[config.mk]
export PLATFORM = sky130hd
export DESIGN_NAME = pipeline_hazard_scoreboard
export DESIGN_NICKNAME = d
export VERILOG_FILES = /design/src/rtl/pipeline_hazard_scoreboard.sv
export SDC_FILE = /design/constraint.sdc
export NUM_CORES = 1
export LEC_CHECK = 0
export BUFFER_PORTS_ARGS = -buffer_cell sky130_fd_sc_hd__buf_2
export CORE_MARGIN = 3
export CORE_UTILIZATION = 31
export CTS_CLUSTER_DIAMETER = 120
export DETAILED_ROUTE_END_ITERATION = 10
export PLACE_DENSITY = 0.58
export SYNTH_ARGS = -nofsm -noshare
export SYNTH_HDL_FRONTEND = slang
export SYNTH_SLANG_ARGS = --single-unit
[constraint.sdc]
create_clock -name clk -period 4.1 [get_ports clk]
set_clock_uncertainty 0.1 [all_clocks]
set_input_delay 0.41 -clock clk [delete_from_list [all_inputs] [get_ports clk]]
set_output_delay 0.41 -clock clk [all_outputs]
set_load 0.01 [all_outputs]
[src/rtl/pipeline_hazard_scoreboard.sv]
// Operand forwarding and hazard-stall unit for the ID stage. It tracks each in-flight
// register writer across STAGES post-ID slots and selects forwarded operands or raises a stall.
module pipeline_hazard_scoreboard #(
    parameter int XLEN        = 32,
    parameter int NUM_REGS    = 16,
    parameter int STAGES      = 4,
    parameter int FLUSH_DEPTH = 1,
    localparam int REG_W      = $clog2(NUM_REGS),
    localparam int STG_W      = (STAGES > 1) ? $clog2(STAGES) : 1
) (
    input  logic                    clk,
    input  logic                    rst,
    input  logic                    issue_valid,
    input  logic                    issue_we,
    input  logic [REG_W-1:0]        issue_rd,
    input  logic [STG_W-1:0]        issue_ready_stage,
    input  logic [REG_W-1:0]        rs1,
    input  logic [REG_W-1:0]        rs2,
    input  logic [XLEN-1:0]         rs1_regfile_data,
    input  logic [XLEN-1:0]         rs2_regfile_data,
    input  logic [STAGES*XLEN-1:0]  stage_result_data,
    input  logic                    ext_stall,
    input  logic                    flush,
    output logic [XLEN-1:0]         rs1_data,
    output logic [XLEN-1:0]         rs2_data,
    output logic                    rs1_fwd,
    output logic                    rs2_fwd,
    output logic                    stall,
    output logic [NUM_REGS-1:0]     busy_mask,
    output logic [31:0]             hazard_count
);

    // Handshake: the ID instruction moves into EX on an edge where issue_valid=1 and stall=0;
    // a flush drops it instead, and stall=1 holds it in ID for another cycle.
    logic [STAGES-1:0] r_valid;
    logic [REG_W-1:0]  r_rd  [STAGES];
    logic [STG_W-1:0]  r_rdy [STAGES];
    logic [31:0]       r_hazard_count;

    logic              w_rs1_hit, w_rs1_haz, w_rs2_hit, w_rs2_haz;
    logic [XLEN-1:0]   w_rs1_stage, w_rs2_stage;
    logic              w_hazard, w_insert;
    logic [NUM_REGS-1:0] w_busy;

    // Scan from the oldest slot down so the youngest match is the one left standing.
    always_comb begin
        w_rs1_hit   = 1'b0;
        w_rs1_haz   = 1'b0;
        w_rs1_stage = '0;
        w_rs2_hit   = 1'b0;
        w_rs2_haz   = 1'b0;
        w_rs2_stage = '0;
        for (int i = STAGES - 1; i >= 0; i--) begin
            if (r_valid[i] && (r_rd[i] == rs1) && (rs1 != '0)) begin
                w_rs1_hit   = 1'b1;
                w_rs1_haz   = (i < int'(r_rdy[i]));
                w_rs1_stage = stage_result_data[i*XLEN +: XLEN];
            end
            if (r_valid[i] && (r_rd[i] == rs2) && (rs2 != '0)) begin
                w_rs2_hit   = 1'b1;
                w_rs2_haz   = (i < int'(r_rdy[i]));
                w_rs2_stage = stage_result_data[i*XLEN +: XLEN];
            end
        end
    end

    always_comb begin
        w_busy = '0;
        for (int i = 0; i < STAGES; i++) begin
            if (r_valid[i]) begin
                w_busy[r_rd[i]] = 1'b1;
            end
        end
        w_busy[0] = 1'b0;
    end

    assign w_hazard = (w_rs1_haz | w_rs2_haz) & issue_valid & ~flush;
    assign w_insert = issue_valid & ~w_hazard & ~flush & issue_we & (issue_rd != '0);

    assign rs1_fwd      = w_rs1_hit & ~w_rs1_haz;
    assign rs2_fwd      = w_rs2_hit & ~w_rs2_haz;
    assign rs1_data     = rs1_fwd ? w_rs1_stage : rs1_regfile_data;
    assign rs2_data     = rs2_fwd ? w_rs2_stage : rs2_regfile_data;
    assign stall        = ext_stall | w_hazard;
    assign busy_mask    = w_busy;
    assign hazard_count = r_hazard_count;

    always_ff @(posedge clk or posedge rst) begin
        if (rst) begin
            r_valid        <= '0;
            r_hazard_count <= '0;
            for (int i = 0; i < STAGES; i++) begin
                r_rd[i]  <= '0;
                r_rdy[i] <= '0;
            end
        end else if (!ext_stall) begin
            // Slots younger than FLUSH_DEPTH after the shift hold wrong-path work.
            for (int i = STAGES - 1; i > 0; i--) begin
                r_valid[i] <= r_valid[i-1] & ~(flush & (i < FLUSH_DEPTH));
                r_rd[i]    <= r_rd[i-1];
                r_rdy[i]   <= r_rdy[i-1];
            end
            r_valid[0] <= w_insert;
            r_rd[0]    <= issue_rd;
            r_rdy[0]   <= issue_ready_stage;
            if (w_hazard && (r_hazard_count != 32'hFFFF_FFFF)) begin
                r_hazard_count <= r_hazard_count + 32'd1;
            end
        end else if (flush) begin
            for (int i = 0; i < FLUSH_DEPTH; i++) begin
                r_valid[i] <= 1'b0;
            end
        end
    end

endmodule

==> flow_metrics.env <==
export IMPL_fmax_mhz=274
export IMPL_holdBufCountCts=0
export IMPL_grt_pass1_vias=7192
export IMPL_cts_buffers=9
export IMPL_crit_required_ps=3590
export IMPL_final_setup_worst_slack_ps=454
export IMPL_grt_max_degree=66
export IMPL_fin_util_pct=42.5
export IMPL_synthArstFlopShare_pct=100
export IMPL_drv_cap=0
export IMPL_drtIter0Drc=402
export IMPL_cts_sinks=58
export IMPL_drt_wirelength_per_cell_um=20.3
export IMPL_synth_area_per_cell_um2=7.93
export IMPL_grt_antenna_before_repair=10
export IMPL_core_area_mm2=0.0197
export IMPL_synth_cells=794
export IMPL_hold_viol=0
export IMPL_crit_path_max_fanout=65
export IMPL_slew_headroom_pct=42.2
export IMPL_grt_total_usage_pct=23.3
export IMPL_crit_family="buffers and inverters"
export IMPL_cp_start_kind="register"
export IMPL_worstMarginPinSlew_ps=866
export IMPL_crit_chain="xnor2_1, nand3_1, nor4_4, buf_4, nor3_1, o21ai_4, buf_12, o311ai_0, o21a_1, buf_2"
export IMPL_io_pins=327
export IMPL_post_cts_buffers=0
export IMPL_drc=0
export IMPL_path_buf_inv=3
export IMPL_finalSetupViolCount=0
export IMPL_hold_path_class="primary input to asynchronous set/reset pin"
export IMPL_cts_tree="built"
export IMPL_dr_total_vias=7524
export IMPL_crit_path_max_incr_delay_ps=600
export IMPL_end_kind="primary output"
export IMPL_fp_dieW_um=149
export IMPL_grt_pass1_wl_um=41000
export IMPL_worstSkewPairLatency_ps=320
export IMPL_row_count=51
export IMPL_clockBufferDepth=2
export IMPL_die_y_um=149
export IMPL_overflow=0
export IMPL_initial_utilization_pct=31.9
export IMPL_synth_area_mm2=0.00630
export IMPL_dp_hpwl_um=21000
export IMPL_drive_above_1_share_pct=40.7
export IMPL_fin_total_pwr_mw=1.96
export IMPL_power_density_mw_per_mm2=234
export IMPL_min_period_over_period_pct=88.9
export IMPL_cts_clk_slew_worst_paths_ps=50
export IMPL_synth_edf_count=0
export IMPL_clockRootBuffer="clkbuf_16"
export IMPL_vias_per_cell=5.61
export IMPL_synth_ff_type="dfrtp_1"
export IMPL_dieArea_mm2=0.0221
export IMPL_yosysSeqAreaShare_pct=23.0
export IMPL_crit_path_top_delay_cell="dfrtp_1"
export IMPL_synth_nets=1007
export IMPL_fillCellCount=2044
export IMPL_dr_pass1_iters=5
export IMPL_ys_seq_elements=58
export IMPL_cts_htree_levels=3
export IMPL_yosys_warnings=0
export IMPL_leakage_nw=3.58
export IMPL_hold_ws_ps=169
export IMPL_nets=1275
export IMPL_numPortBuffers=325
export IMPL_ys_types=59
export IMPL_rsz0062_at_grt="no"
export IMPL_crit_arrival_ps=3140
export IMPL_crit_type="register to primary output"
export IMPL_ant_nets=0
export IMPL_finalWeightedCongestion=0.958
export IMPL_ctsResizeCount=0
export IMPL_ir_worst_vdd_v=0.000241
export IMPL_status="finished clean"
export IMPL_fin_crit_ps=3650
export IMPL_fin_setup_tns_ps=0
export IMPL_preCtsSetupSlack_ps=802
export IMPL_syn2layout_area_growth_pct=33.1
export IMPL_wl_um=27200
export IMPL_slew_viol_final=0
==> final timing paths <==
check,startpoint,endpoint,slack (ps),cells after the start
worst max-delay path,r_rd[6],rs2_data[31],450,10
worst min-delay path,rst,hazard_count[7],170,2
worst max register to register,r_rd[10],hazard_count[20],880,7
worst min register to register,hazard_count[16],hazard_count[16],380,1
max in group asynchronous,rst,r_valid[0],2950,3
min in group clk,issue_ready_stage[1],r_rdy[7],220,2
==> layout by cell type (no fill, tap or decap), types with 3 or more instances in the layout <==
cell       netlist  layout
a21oi_1          6       6
a221o_1          4       4
a221oi_1        64      64
a22oi_1          3       3
a32oi_1          3       3
and2_1           4       4
and3_1          12      10
buf_12           0       3
buf_2           24     325
buf_4            3      16
clkbuf_16        0       9
dfrtp_1         58      58
diode_2          0       9
inv_1            6       5
mux2_2          57      57
nand2_1         95      94
nand2b_1         8       8
nand3_1         26      26
nand3b_1         6       6
nand4_1         12      12
nor2_1          85      84
nor2b_1         16      15
nor3_1          21      21
nor3b_1          4       4
nor4_1           8       8
o21a_1          32      32
o221ai_1         7       7
o22ai_1          4       4
o311ai_0        16      16
o311ai_1        18      18
o31ai_1         32      32
or2_2            4       4
or4_1            3       3
xnor2_1         34      34
xor2_1          27      27
==> worst reg2reg max path: stages (launching register included) <==
cell and delay [ps]:
dfrtp_1 540, o41ai_1 810, nor3b_4 100, buf_4 250, o211ai_2 300, a22o_4 330
or4b_1 520, xnor2_1 150
==> per-stage QoR <==
step,cell area (µm²),std cells
global placement,8090,1316
CTS,8360,1331
detailed placement,8090,1316
floorplan,6300,794
global route,8380,1339
finish,8390,1340
==> final cells by class <==
type	count	area [µm²]	share of cell area (%)
repair buffers	344	1810	21.5
well taps	265	332	3.95
clock buffers	13	260	3.10
inverters	6	22.5	0.269
diodes	9	22.5	0.269
multi-input cells	643	4480	53.4
flip-flops and latches	58	1450	17.3
clock inverters	2	12.5	0.149
==> where the power goes <==
part | total [mW] | internal [mW] | switching (mW)
Combinational | 0.561 | 0.280 | 0.282
Sequential | 0.723 | 0.613 | 0.110
Clock | 0.678 | 0.436 | 0.242
==> flip-flops by register name, summed over array words and instances (netlist names) <==
name,cells
r_valid,4
r_rd,16
r_rdy,6
hazard_count,32
==> cell families after synthesis <==
family                     after synthesis  synth area share (%)
AOI/OAI and AO/OA                      200                  26.3
xor gates and xnor gates                61                  8.48
adders and majority gates                1                 0.199
buffers and inverters                   93                  6.44
DFF                                     58                  23.0
muxes                                   57                  10.2
other                                    1                0.0595
and+or+nand+nor                        323                  25.3
==> Yosys cell counts, types with 3 or more instances <==
library cell,number,area (µm²)
nand2_1,95,357
nor2_1,85,319
a221oi_1,64,561
dfrtp_1,58,1450
mux2_2,57,642
clkbuf_1,55,206
xnor2_1,34,298
o21a_1,32,240
o31ai_1,32,240
xor2_1,27,236
nand3_1,26,130
buf_2,24,120
nor3_1,21,105
o311ai_1,18,158
nor2b_1,16,100
o311ai_0,16,140
and3_1,12,75.1
nand4_1,12,75.1
nand2b_1,8,50.1
nor4_1,8,50.1
o221ai_1,7,61.3
a21oi_1,6,30.0
inv_1,6,22.5
nand3b_1,6,45.0
a221o_1,4,40.0
and2_1,4,25.0
nor3b_1,4,30.0
o22ai_1,4,25.0
or2_2,4,25.0
a22oi_1,3,22.5
a32oi_1,3,26.3
buf_1,3,11.3
buf_4,3,22.5
or4_1,3,22.5
==> per-layer routing <==
layer	GRT usage [%]	share of wire, %	vias to the layer above
met5	0	0.074	-
met1	30.3	41	3578
li1	-	-	3538
met3	3.75	7.1	54
met2	38.4	48	352
met4	9.75	3.4	2
(Power assumes the default switching activity.)
